<file path="src/rtl/fetch_queue_pkg.sv">
// Shared definitions for the fetch/decode decoupling queue: default width, RV NOP encoding
// and the per-cycle queue operation used to update occupancy.
package fetch_queue_pkg;

  localparam int          XLEN_DEFAULT = 32;
  localparam logic [31:0] RV_NOP       = 32'h00000013;  // addi x0, x0, 0

  typedef enum logic [1:0] {
    FQ_OP_IDLE = 2'b00,
    FQ_OP_PUSH = 2'b01,
    FQ_OP_POP  = 2'b10,
    FQ_OP_BOTH = 2'b11
  } fq_op_e;

endpackage : fetch_queue_pkg

</file>
<file path="src/rtl/fetch_queue_mem.sv">
// Entry storage for fetch_queue: DEPTH x (2*XLEN) registers, one synchronous write port
// and one asynchronous read port. Contents are deliberately not reset.
module fetch_queue_mem #(
  parameter int XLEN  = 32,
  parameter int DEPTH = 4,
  parameter int PTR_W = $clog2(DEPTH)
) (
  input  logic                clock,
  input  logic                wr_en_i,
  input  logic [PTR_W-1:0]    wr_ptr_i,
  input  logic [2*XLEN-1:0]   wr_data_i,
  input  logic [PTR_W-1:0]    rd_ptr_i,
  output logic [2*XLEN-1:0]   rd_data_o
);

  logic [2*XLEN-1:0] mem_q [DEPTH];

  always_ff @(posedge clock) begin
    if (wr_en_i) begin
      mem_q[wr_ptr_i] <= wr_data_i;
    end
  end

  assign rd_data_o = mem_q[rd_ptr_i];

endmodule : fetch_queue_mem

</file>
<file path="src/rtl/fetch_queue.sv">
// Fetch-to-decode FIFO of {pc, instr} pairs with flush on redirect and pause = !in_ready.
// Optional FETCH_QUEUE_BYPASS_EN: empty-queue pass-through with 0-cycle latency.
//
// Handshakes: a transfer happens on a port exactly in a cycle where its valid and ready
// are both high at the rising clock edge; in_ready never looks at out_ready, and out_valid
// is masked during flush/reset so decode sees no transfer in those cycles.
module fetch_queue
  import fetch_queue_pkg::*;
#(
  parameter  int XLEN  = XLEN_DEFAULT,
  parameter  int DEPTH = 4,
  localparam int PTR_W = $clog2(DEPTH)
) (
  input  logic              clock,
  input  logic              reset,
  input  logic              flush,
  input  logic              in_valid,
  input  logic [XLEN-1:0]   in_pc,
  input  logic [XLEN-1:0]   in_instr,
  output logic              in_ready,
  output logic              out_valid,
  input  logic              out_ready,
  output logic [XLEN-1:0]   out_pc,
  output logic [XLEN-1:0]   out_instr,
  output logic [PTR_W:0]    count
);

  localparam logic [PTR_W:0] FULL_CNT = (PTR_W + 1)'(DEPTH);

  logic [PTR_W-1:0]  wr_ptr_q, wr_ptr_d;
  logic [PTR_W-1:0]  rd_ptr_q, rd_ptr_d;
  logic [PTR_W:0]    count_q, count_d;
  logic [2*XLEN-1:0] rd_data;
  logic              empty, full, bypass, push, pop;
  fq_op_e            op;

  fetch_queue_mem #(
    .XLEN  (XLEN),
    .DEPTH (DEPTH),
    .PTR_W (PTR_W)
  ) u_mem (
    .clock     (clock),
    .wr_en_i   (push),
    .wr_ptr_i  (wr_ptr_q),
    .wr_data_i ({in_pc, in_instr}),
    .rd_ptr_i  (rd_ptr_q),
    .rd_data_o (rd_data)
  );

  always_comb begin
    empty  = (count_q == '0);
    full   = (count_q == FULL_CNT);
    bypass = 1'b0;
`ifdef FETCH_QUEUE_BYPASS_EN
    // Empty queue: hand the fetched pair straight to decode without storing it.
    bypass = empty & in_valid & out_ready & ~flush & ~reset;
`endif
    in_ready  = ~full & ~reset;
    out_valid = (~empty & ~flush & ~reset) | bypass;
    push      = in_valid & in_ready & ~flush & ~bypass;
    pop       = out_valid & out_ready & ~bypass;
    op        = fq_op_e'({pop, push});

    if (bypass) begin
      out_pc    = in_pc;
      out_instr = in_instr;
    end else if (out_valid) begin
      out_pc    = rd_data[2*XLEN-1:XLEN];
      out_instr = rd_data[XLEN-1:0];
    end else begin
      out_pc    = '0;
      out_instr = XLEN'(RV_NOP);
    end
    count = count_q;
  end

  always_comb begin
    wr_ptr_d = wr_ptr_q;
    rd_ptr_d = rd_ptr_q;
    count_d  = count_q;
    if (reset | flush) begin
      wr_ptr_d = '0;
      rd_ptr_d = '0;
      count_d  = '0;
    end else begin
      unique case (op)
        FQ_OP_PUSH: begin
          wr_ptr_d = wr_ptr_q + 1'b1;
          count_d  = count_q + 1'b1;
        end
        FQ_OP_POP: begin
          rd_ptr_d = rd_ptr_q + 1'b1;
          count_d  = count_q - 1'b1;
        end
        FQ_OP_BOTH: begin
          wr_ptr_d = wr_ptr_q + 1'b1;
          rd_ptr_d = rd_ptr_q + 1'b1;
        end
        default: ;
      endcase
    end
  end

  always_ff @(posedge clock) begin
    wr_ptr_q <= wr_ptr_d;
    rd_ptr_q <= rd_ptr_d;
    count_q  <= count_d;
  end

endmodule : fetch_queue

</file>
<file path="config.mk">
export PLATFORM = sky130hd
export DESIGN_NAME = fetch_queue
export DESIGN_NICKNAME = d
export VERILOG_FILES = /design/src/rtl/fetch_queue_pkg.sv /design/src/rtl/fetch_queue_mem.sv /design/src/rtl/fetch_queue.sv
export SDC_FILE = /design/constraint.sdc
export NUM_CORES = 1
export LEC_CHECK = 0
export BUFFER_PORTS_ARGS = -buffer_cell sky130_fd_sc_hd__buf_2
export CORE_ASPECT_RATIO = 0.6
export CORE_MARGIN = 2
export CORE_UTILIZATION = 45
export CTS_BUF_LIST = sky130_fd_sc_hd__clkbuf_8 sky130_fd_sc_hd__clkbuf_16
export CTS_CLUSTER_SIZE = 28
export DETAILED_ROUTE_END_ITERATION = 8
export GPL_ROUTABILITY_DRIVEN = 0
export GPL_TIMING_DRIVEN = 0
export PLACE_DENSITY = 0.69
export SLEW_MARGIN = 10
export SYNTH_ARGS = -nofsm -noshare
export SYNTH_HDL_FRONTEND = slang
export SYNTH_SLANG_ARGS = --single-unit
export TNS_END_PERCENT = 30
</file>
<file path="constraint.sdc">
create_clock -name clock -period 5 [get_ports clock]
set_input_delay 0.75 -clock clock [delete_from_list [all_inputs] [get_ports clock]]
set_output_delay 0.75 -clock clock [all_outputs]
set_load 0.03 [all_outputs]
</file>
==> metrics, run 1 <==
largest net degree at the start of global routing=37; crit-path cells=nor3_2 > nand2b_2 > inv_2 > clkbuf_1 > and2_1 > buf_2; CP Capture Type=output pin; clock sink count=around 270; minimum clock period=about 3.1 ns; CTS root buffer=clkbuf_16; fin. max-slew vios=0; Die Y=around 120 um; fraction of registers with async set/reset=0; synthesis-to-layout area growth=19.3%; Clock Power Share=0.414; Seq. cell area=7870 um^2; Die ar.=about 24000 um^2; # H-tree levels=1; Flop pwr share=0.561; core footprint=approximately 22000 um^2; Power Density=roughly 360 nW/um^2; leakage power=around 4.2 nW; largest area contributor in the netlist=edfxtp_1; number of max-cap violations=0; number of synthesized flops with an enable pin=between 200 and 300; Critical Path RT=4.25 ns; net count after synthesis=around 540; layout cells sized above 1=0.408; CTS tree=yes; arrival time at the worst endpoint=around 2.3 ns; slowest library cell on the worst path=dfxtp_1; CTS resizes=0; crit-path max cell delay=0.43 ns; Top FF cell, synth=edfxtp_1; Max Buffers Root-to-Sink=3; Syn Area/Cell=around 22 um^2; Via density=approximately 5.2; multi-input logic area=approximately 2100 um^2; Initial Util=0.460; Ports=between 100 and 150; 1st-pass router iterations=5; Comb pwr share=0.025; Max rail drop VDD=between 0.2 and 0.25 mV; fill count=1718; synth top area cells=edfxtp_1, mux4_2, and2_1; Worst-path clk slew=approximately 0.060 ns; worst-margin pin slew=~0.68 ns; CTS Buf Count=24; Cell Rows=42; fmax=about 0.33 GHz; DRT iter0 DRCs=239; type of the worst min-delay path=input port to register; antenna violations before repair=3; NetSw=slightly above 0.0008 W; total wire length=slightly below 20000 um; Final Skew=about 0.019 ns; Total Power=approximately 0.0044 W; Total GRT Usage=0.164; Synth Register Bits=265; DP HPWL=12000 um; Warnings, synthesis=0; CP max FO=10; Post-CTS Repair Setup Buffers=0; Post-CTS Hold Buffers=0; post-synthesis sequential area ratio=0.774; worst skew pair latency=~0.52 ns; die span in x=198 um; Sum Neg Setup Slack=0 ns; critical path class=register to output pin; Port Buf Inserts=137; switching portion of total power=0.189; final-report hold violation count=0; routed vias=about 5000; top-area cell type share of the netlist area=0.756; total gr overflow=0; max_slew headroom=0.545; NumNets Final=704; DR WL/cell=20.1 um; fin crit share=0.615; status=complete, no violations; vias in the first global route=5142; endpoints failing setup=0; P_int=0.00356 W; Routed Antenna Nets=0; drt drc=0; Netlist Area Pre-Place=10200 um^2; post-synth cell types=27; Cells after Synth=~460; Final Hold Slack=between 0.4 and 0.5 ns; RSZ-0062 raised after global routing=false; CP Launch Type=register; first-pass GRT wire length=roughly 30000 um
## synthesized netlist by cell type, types with 2 or more instances
library cell / number
buf_6: 6
o21ai_0: 3
or3_1: 5
ha_1: 5
clkbuf_1: 6
and2_1: 65
a21oi_1: 4
xor2_1: 2
inv_1: 8
buf_2: 7
dfxtp_1: 9
o31ai_1: 3
o211ai_1: 2
mux4_2: 64
edfxtp_1: 256
nor2_1: 6
## layer usage
metal  track usage  routed length (um)  share of wire
met1         0.223                8420           0.44
met2         0.275                9270           0.48
met3        0.0351                1110          0.058
met4        0.0381                 405          0.021
met5             0                  12        0.00062
## placed cells by master (no fill, tap or decap), drive strengths merged
cell      n
a21oi     4
and2     65
buf     155
bufinv    3
clkbuf   32
clkinv   11
dfxtp     9
diode     3
edfxtp  256
fa        1
ha        5
inv      14
mux4     64
nand2     1
nand2b    1
nand3b    1
nor2      6
nor3      1
nor3b     1
nor4      1
o211ai    2
o21ai     3
o31ai     3
or2       1
or3       5
xor2      2
## logic make-up (layout without fill, tap and decap cells)
family | Yosys count | count (layout) | share of synthesized area
AOI/OAI and AO/OA | 12 | 12 | 0.00713
xor gates and xnor gates | 2 | 2 | 0.00172
adders and majority gates | 6 | 6 | 0.00812
buffers and inverters | 30 | 215 | 0.0176
DFF | 265 | 265 | 0.774
muxes | 64 | 64 | 0.142
other | 0 | 3 | 0
and+or+nand+nor | 83 | 83 | 0.0502
## cell type report
cell class              instances  area share
multi-input cells             167       0.176
repair buffers                141      0.0637
clock inverters                19      0.0135
plain buffers                  21      0.0120
clock buffers                  25      0.0515
inverters                       9     0.00278
well taps                     308      0.0318
flip-flops and latches        265       0.648
diodes                          3    0.000619
## through the flow
stage	utilization	cells	instance area, um^2	worst slack [ns]
after floorplan	-	462	10200	1.77
after CTS	0.548	955	12100	1.83
final	0.549	958	12100	1.92
after detailed placement	0.513	911	11300	1.92
after global routing	0.548	955	12100	1.75
after global placement	0.508	907	11200	0.376
## worst paths after layout
kind	from	endpoint	slack (ns)	cells past startpoint
hold / removal	in_pc[19]	u_mem.mem_q[3][51]	0.45	1
setup / recovery	count[0]	out_pc[28]	1.92	6
hold reg to reg	rd_ptr_q[1]	register	0.50	1
setup reg to reg	count[2]	count[2]	2.48	9
## power by group through the flow
stage                     clock network, W  registers (W)  logic [W]
final                              0.00182        0.00246   0.000110
after global routing               0.00194        0.00246   0.000121
after CTS                          0.00186        0.00246   0.000112
after detailed placement                 0        0.00251   0.000112
after global placement                   0        0.00251  0.0000996
after floorplan                          0        0.00251  0.0000448
## flip-flops by register name (all words and copies together) (netlist names), named ones only
| signal | flops |
|---|---|
| rd_ptr_q | 2 |
| count | 3 |
| u_mem.mem_q | 256 |
| wr_ptr_q | 2 |
## worst max-delay path: cells and delay by family, from the launching register on
kind | cells | cell delay (ns)
buf+inv | 3 | 0.79
flops | 1 | 0.43
simple gates | 3 | 0.59
Note: power is estimated with default switching activity, not from simulation.
==> run 2: changes to the inputs <==
==> constraint.sdc (replaced) <==
create_clock -name clock -period 2.9 [get_ports clock]
set_input_delay 0.435 -clock clock [delete_from_list [all_inputs] [get_ports clock]]
set_output_delay 0.435 -clock clock [all_outputs]
set_load 0.03 [all_outputs]
==> metrics, run 2 (synthesized netlist as in run 1, its figures left out) <==
total wire length=18800 um (was 19200 um); # H-tree levels=1 (unchanged); fin util=0.546 (was 0.549); Worst-path clk slew=0.06 ns (about the same); Ports=138 (unchanged); vias in the first global route=5085 (was 5142); DP Worst Slack=0.377 ns (was 1.92 ns); critical path class=register to output pin (unchanged); Port Buf Inserts=137 (unchanged); most frequent cells in the layout=edfxtp_1, buf_2, mux4_2 (unchanged); CP Capture Type=output pin (unchanged); worst-margin pin slew=0.718 ns (was 0.676 ns); Power Density=615 nW/um^2 (was 362 nW/um^2); final worst slack=0.149 ns (was 1.92 ns); Die Y=120 um (unchanged); DP HPWL=11800 um (was 12000 um); NumNets Final=704 (unchanged); clock sink count=265 (unchanged); multi-input logic area=2130 um^2 (unchanged); status=complete, no violations (unchanged); first-pass GRT wire length=28900 um (was 29200 um); arrival time at the worst endpoint=2.32 ns (was 2.33 ns); Post-CTS Repair Setup Buffers=0 (unchanged); Met1 Routed Length=8330 um (was 8420 um); minimum clock period=about 2.8 ns; fin. max-slew vios=0 (unchanged); core footprint=22100 um^2 (unchanged); CTS tree=yes (unchanged); leakage power=4.18 nW (was 4.20 nW); largest net degree at the start of global routing=36 (was 37); Cell Rows=42 (unchanged); R2R Setup Slk=0.43 ns (was 2.48 ns); Final Skew=0.00833 ns (was 0.0187 ns); worst skew pair latency=0.51 ns (was 0.52 ns); worst r2r src=count[2] (unchanged); depth of the most critical reg-to-reg path=9 (unchanged); metal2 WL=8850 um (was 9270 um); antenna violations before repair=4 (was 3); fmax=approximately 0.36 GHz; Max rail drop VDD=0.520 mV (was 0.229 mV); CTS root buffer=clkbuf_16 (unchanged); Reg with most FFs=u_mem.mem_q (unchanged); fill count=1699 (was 1718); Routed Antenna Nets=0 (unchanged); DR WL/cell=19.7 um (was 20.1 um); Seq. cell area=7870 um^2 (unchanged); type of the worst min-delay path=input port to register (unchanged); CP Launch Type=register (unchanged); DRT iter0 DRCs=250 (was 239); drt drc=0 (unchanged); Critical Path RT=2.47 ns (was 4.25 ns); synthesis-to-layout area growth=18.9% (was 19.3%); Max Buffers Root-to-Sink=3 (unchanged); Initial Util=0.460 (unchanged); number of max-cap violations=0 (unchanged); CTS Buf Count=24 (unchanged); die span in x=198 um (unchanged); layout cells sized above 1=0.405 (was 0.408); 1st-pass router iterations=4 (was 5); Met3 Wirelength=1220 um (was 1110 um); most common cell after layout, fill and taps aside=edfxtp_1 (unchanged); Die ar.=23900 um^2 (unchanged); Sum Neg Setup Slack=0 ns (unchanged); Total Power=0.00744 W (was 0.00439 W); Via density=5.15 (was 5.16); RSZ-0062 raised after global routing=true (was false); hold endpoint=u_mem.mem_q[2][56] (was u_mem.mem_q[3][51]); total gr overflow=0 (unchanged); Total GRT Usage=0.162 (was 0.164); max_slew headroom=0.517 (was 0.545); top sig layer=met5 (unchanged); RR Endpoint=count[2] (unchanged); routed vias=4915 (was 4947); CP max FO=10 (unchanged); final-report hold violation count=0 (unchanged); Final Hold Slack=0.134 ns (was 0.446 ns); Hold Path Depth=1 (unchanged); fin crit share=0.949; endpoints failing setup=0 (unchanged); number of flip-flops in the largest register=256 (unchanged); hold_sp=in_pc[24] (was in_pc[19])
## run 2: cell count changes in the layout (fill, tap and decap cells not counted), sizes merged
cell and change:
diode -1, inv +1, clkinv -2, bufinv -1
## run 2: layout make-up
cell class	instances	area share
Tap cell	308	0.0319
Antenna cell	2	0.000414
Timing Repair Buffer	141	0.0633
Inverter	9	0.00279
Sequential cell	265	0.651
Clock buffer	25	0.0517
Multi-Input combinational cell	167	0.177
Buffer	21	0.0122
Clock inverter	17	0.0103
## run 2: critical path: stages (launching register included)
cell,delay (ns)
dfxtp_1,0.43
nor3_2,0.11
nand2b_2,0.23
inv_2,0.20
clkbuf_1,0.37
and2_1,0.25
buf_2,0.22
## run 2: stage by stage
step | std cells | area (um^2)
2_1_floorplan | 462 | 10200
3_3_place_gp | 907 | 11200
3_5_place_dp | 911 | 11300
4_1_cts | 953 | 12100
5_1_grt | 953 | 12100
6_report | 955 | 12100
## run 2: power breakdown
| group | total (W) | internal [W] | switching [W] | leakage, nW |
|---|---|---|---|---|
| combinational | 0.000187 | 0.0000792 | 0.000108 | 1.40 |
| sequential | 0.00424 | 0.00423 | 0.00000872 | 2.39 |
| clock | 0.00301 | 0.00173 | 0.00128 | 0.392 |
## run 2: worst max path at each step
stage                    endpoint  cells past startpoint     start
2_1_floorplan   u_mem.mem_q[3][0]                      3  count[0]
3_3_place_gp   u_mem.mem_q[3][44]                      4  in_valid
3_5_place_dp   u_mem.mem_q[1][39]                      5  in_valid
4_1_cts                 out_pc[3]                      6  count[0]
5_1_grt                out_pc[25]                      6  count[0]
6_report               out_pc[25]                      6  count[0]
## run 2: what timing repair did
item	in CTS	in global routing
gates resized for setup	0	4
hold buffers	0	0
endpoints found under the hold margin	0	0
endpoints found under the setup margin	0	12
## run 2: routing by layer
metal | up-vias | global-route usage
met5 | - | 0
met4 | 4 | 0.0395
met3 | 32 | 0.0402
met2 | 153 | 0.261
met1 | 2517 | 0.226
li1 | 2209 | -
==> run 3: changes to the inputs <==
--- a/config.mk
+++ b/config.mk
@@ -14,7 +14,7 @@
 export DETAILED_ROUTE_END_ITERATION = 8
 export GPL_ROUTABILITY_DRIVEN = 0
 export GPL_TIMING_DRIVEN = 0
-export PLACE_DENSITY = 0.69
+export PLACE_DENSITY = 0.71
 export SLEW_MARGIN = 10
 export SYNTH_ARGS = -nofsm -noshare
 export SYNTH_HDL_FRONTEND = slang
==> constraint.sdc (replaced) <==
create_clock -name clock -period 2.4 [get_ports clock]
set_input_delay 0.36 -clock clock [delete_from_list [all_inputs] [get_ports clock]]
set_output_delay 0.36 -clock clock [all_outputs]
set_load 0.03 [all_outputs]
==> metrics, run 3 (synthesized netlist as in run 1, its figures left out) <==
CTS root buffer=clkbuf_16 (unchanged); core footprint=22100 um^2 (unchanged); final worst slack=-0.0409 ns (was 0.149 ns); max_slew headroom=0.641 (was 0.517); leakage power=4.39 nW (was 4.18 nW); Cell Rows=42 (unchanged); largest net degree at the start of global routing=42 (was 36); Sum Neg Setup Slack=-0.112 ns (was 0 ns); total gr overflow=0 (unchanged); Post-CTS Hold Buffers=0 (unchanged); Total Power=0.00905 W (was 0.00744 W); drt drc=0 (unchanged); Total GRT Usage=0.173 (was 0.162); Initial Util=0.460 (unchanged); hold_sp=in_instr[20] (was in_pc[24]); Power Density=702 nW/um^2 (was 615 nW/um^2); Die ar.=23900 um^2 (unchanged); worst skew pair latency=0.50 ns (was 0.51 ns); fin. max-slew vios=0 (unchanged); DRT iter0 DRCs=300 (was 250); violated checks=setup timing; routed vias=5038 (was 4915); 1st-pass router iterations=5 (was 4); status=complete, but fails checks (was complete, no violations); most frequent cells in the layout=edfxtp_1, buf_2, mux4_2 (unchanged); Final Hold Slack=0.0674 ns (was 0.134 ns); Die Y=120 um (unchanged); type of the worst min-delay path=input port to register (unchanged); final-report hold violation count=0 (unchanged); CTS Buf Count=25 (was 24); # H-tree levels=1 (unchanged); busiest layer in global routing=met2 (unchanged); critical path class=register to output pin (unchanged); Final Skew=0.00733 ns (was 0.00833 ns); fmax=0.410 GHz; CP max FO=5 (was 10); fin crit share=1.02; Max rail drop VDD=0.570 mV (was 0.520 mV); layout cells sized above 1=0.517 (was 0.405); Port Buf Inserts=137 (unchanged); Max Buffers Root-to-Sink=3 (unchanged); clock sink count=265 (unchanged); GR Util met3=0.0365 (was 0.0402); Worst-path clk slew=0.07 ns (was 0.06 ns); arrival time at the worst endpoint=2.08 ns (was 2.32 ns); CP Capture Type=output pin (unchanged); fin util=0.583 (was 0.546); DR WL/cell=20.9 um (was 19.7 um); Reg with most FFs=u_mem.mem_q (unchanged); endpoints failing setup=8 (was 0); DP HPWL=12400 um (was 11800 um); Via density=5.24 (was 5.15); fill count=1632 (was 1699); NumNets Final=711 (was 704); minimum clock period=between 2 and 2.5 ns; CTS tree=yes (unchanged); synthesis-to-layout area growth=26.8% (was 18.9%); CP Launch Type=register (unchanged); number of max-cap violations=0 (unchanged); Ports=138 (unchanged); Routed Antenna Nets=0 (unchanged); die span in x=198 um (unchanged); Critical Path RT=2.04 ns (was 2.47 ns); first-pass GRT wire length=30800 um (was 28900 um); DP Worst Slack=-0.264 ns (was 0.377 ns); R2R Setup Slk=0.04 ns (was 0.43 ns); RSZ-0062 raised after global routing=true (unchanged); antenna violations before repair=2 (was 4); number of flip-flops in the largest register=256 (unchanged); M2 GR Usage=0.287 (was 0.261); vias in the first global route=5424 (was 5085); total wire length=20100 um (was 18800 um); met1 usage=0.238 (was 0.226); worst r2r src=count[2] (unchanged); worst-margin pin slew=0.535 ns (was 0.718 ns); most common cell after layout, fill and taps aside=edfxtp_1 (unchanged)
run 3: power breakdown:
group / switching [W] / internal [W]
Combinational: 0.000141 / 0.000115
Clock: 0.00158 / 0.00209
Sequential: 0.0000119 / 0.00512
Total: 0.00173 / 0.00732
run 3: critical path, cell delays in order, from the launching register on:
cell,delay (ns)
dfxtp_4,0.39
buf_12,0.15
mux4_2,0.54
or3_4,0.35
buf_6,0.14
run 3: repair_timing:
action,in CTS,in global routing
resized for setup,212,15
endpoints found under the hold margin,0,0
setup endpoints to repair,105,65
buffers inserted,2,2
cloned,2,0
pin swaps,38,11
run 3: stage by stage:
stage,cell area (um^2),std cells
after CTS,12800,958
after floorplan,10200,462
after detailed placement,11400,911
after global routing,12900,960
after global placement,11200,907
final,12900,962
run 3: layout make-up:
class                      instances  area (um^2)  area share
buffer                            21          239      0.0185
clock buffer                      25          626      0.0485
timing repair buffer             147         1270      0.0989
antenna                            2         5.00    0.000388
multi-input combinational        167         2320       0.180
sequential                       265         7880       0.611
tap                              308          385      0.0299
clock inverter                    18          128     0.00990
inverter                           9         36.3     0.00281
run 3: layer usage:
metal / vias to the layer above / routed length, um
met5: - / 0
met4: 0 / 463
met3: 45 / 1240
met2: 160 / 9540
met1: 2611 / 8870
li1: 2222 / -
run 3: path summary, 6_finish.rpt:
kind / endpoint / depth (start not counted)
hold reg to reg: register / 1
setup reg to reg: count[2] / 9
hold / removal: u_mem.mem_q[1][20] / 1
setup / recovery: out_instr[4] / 4
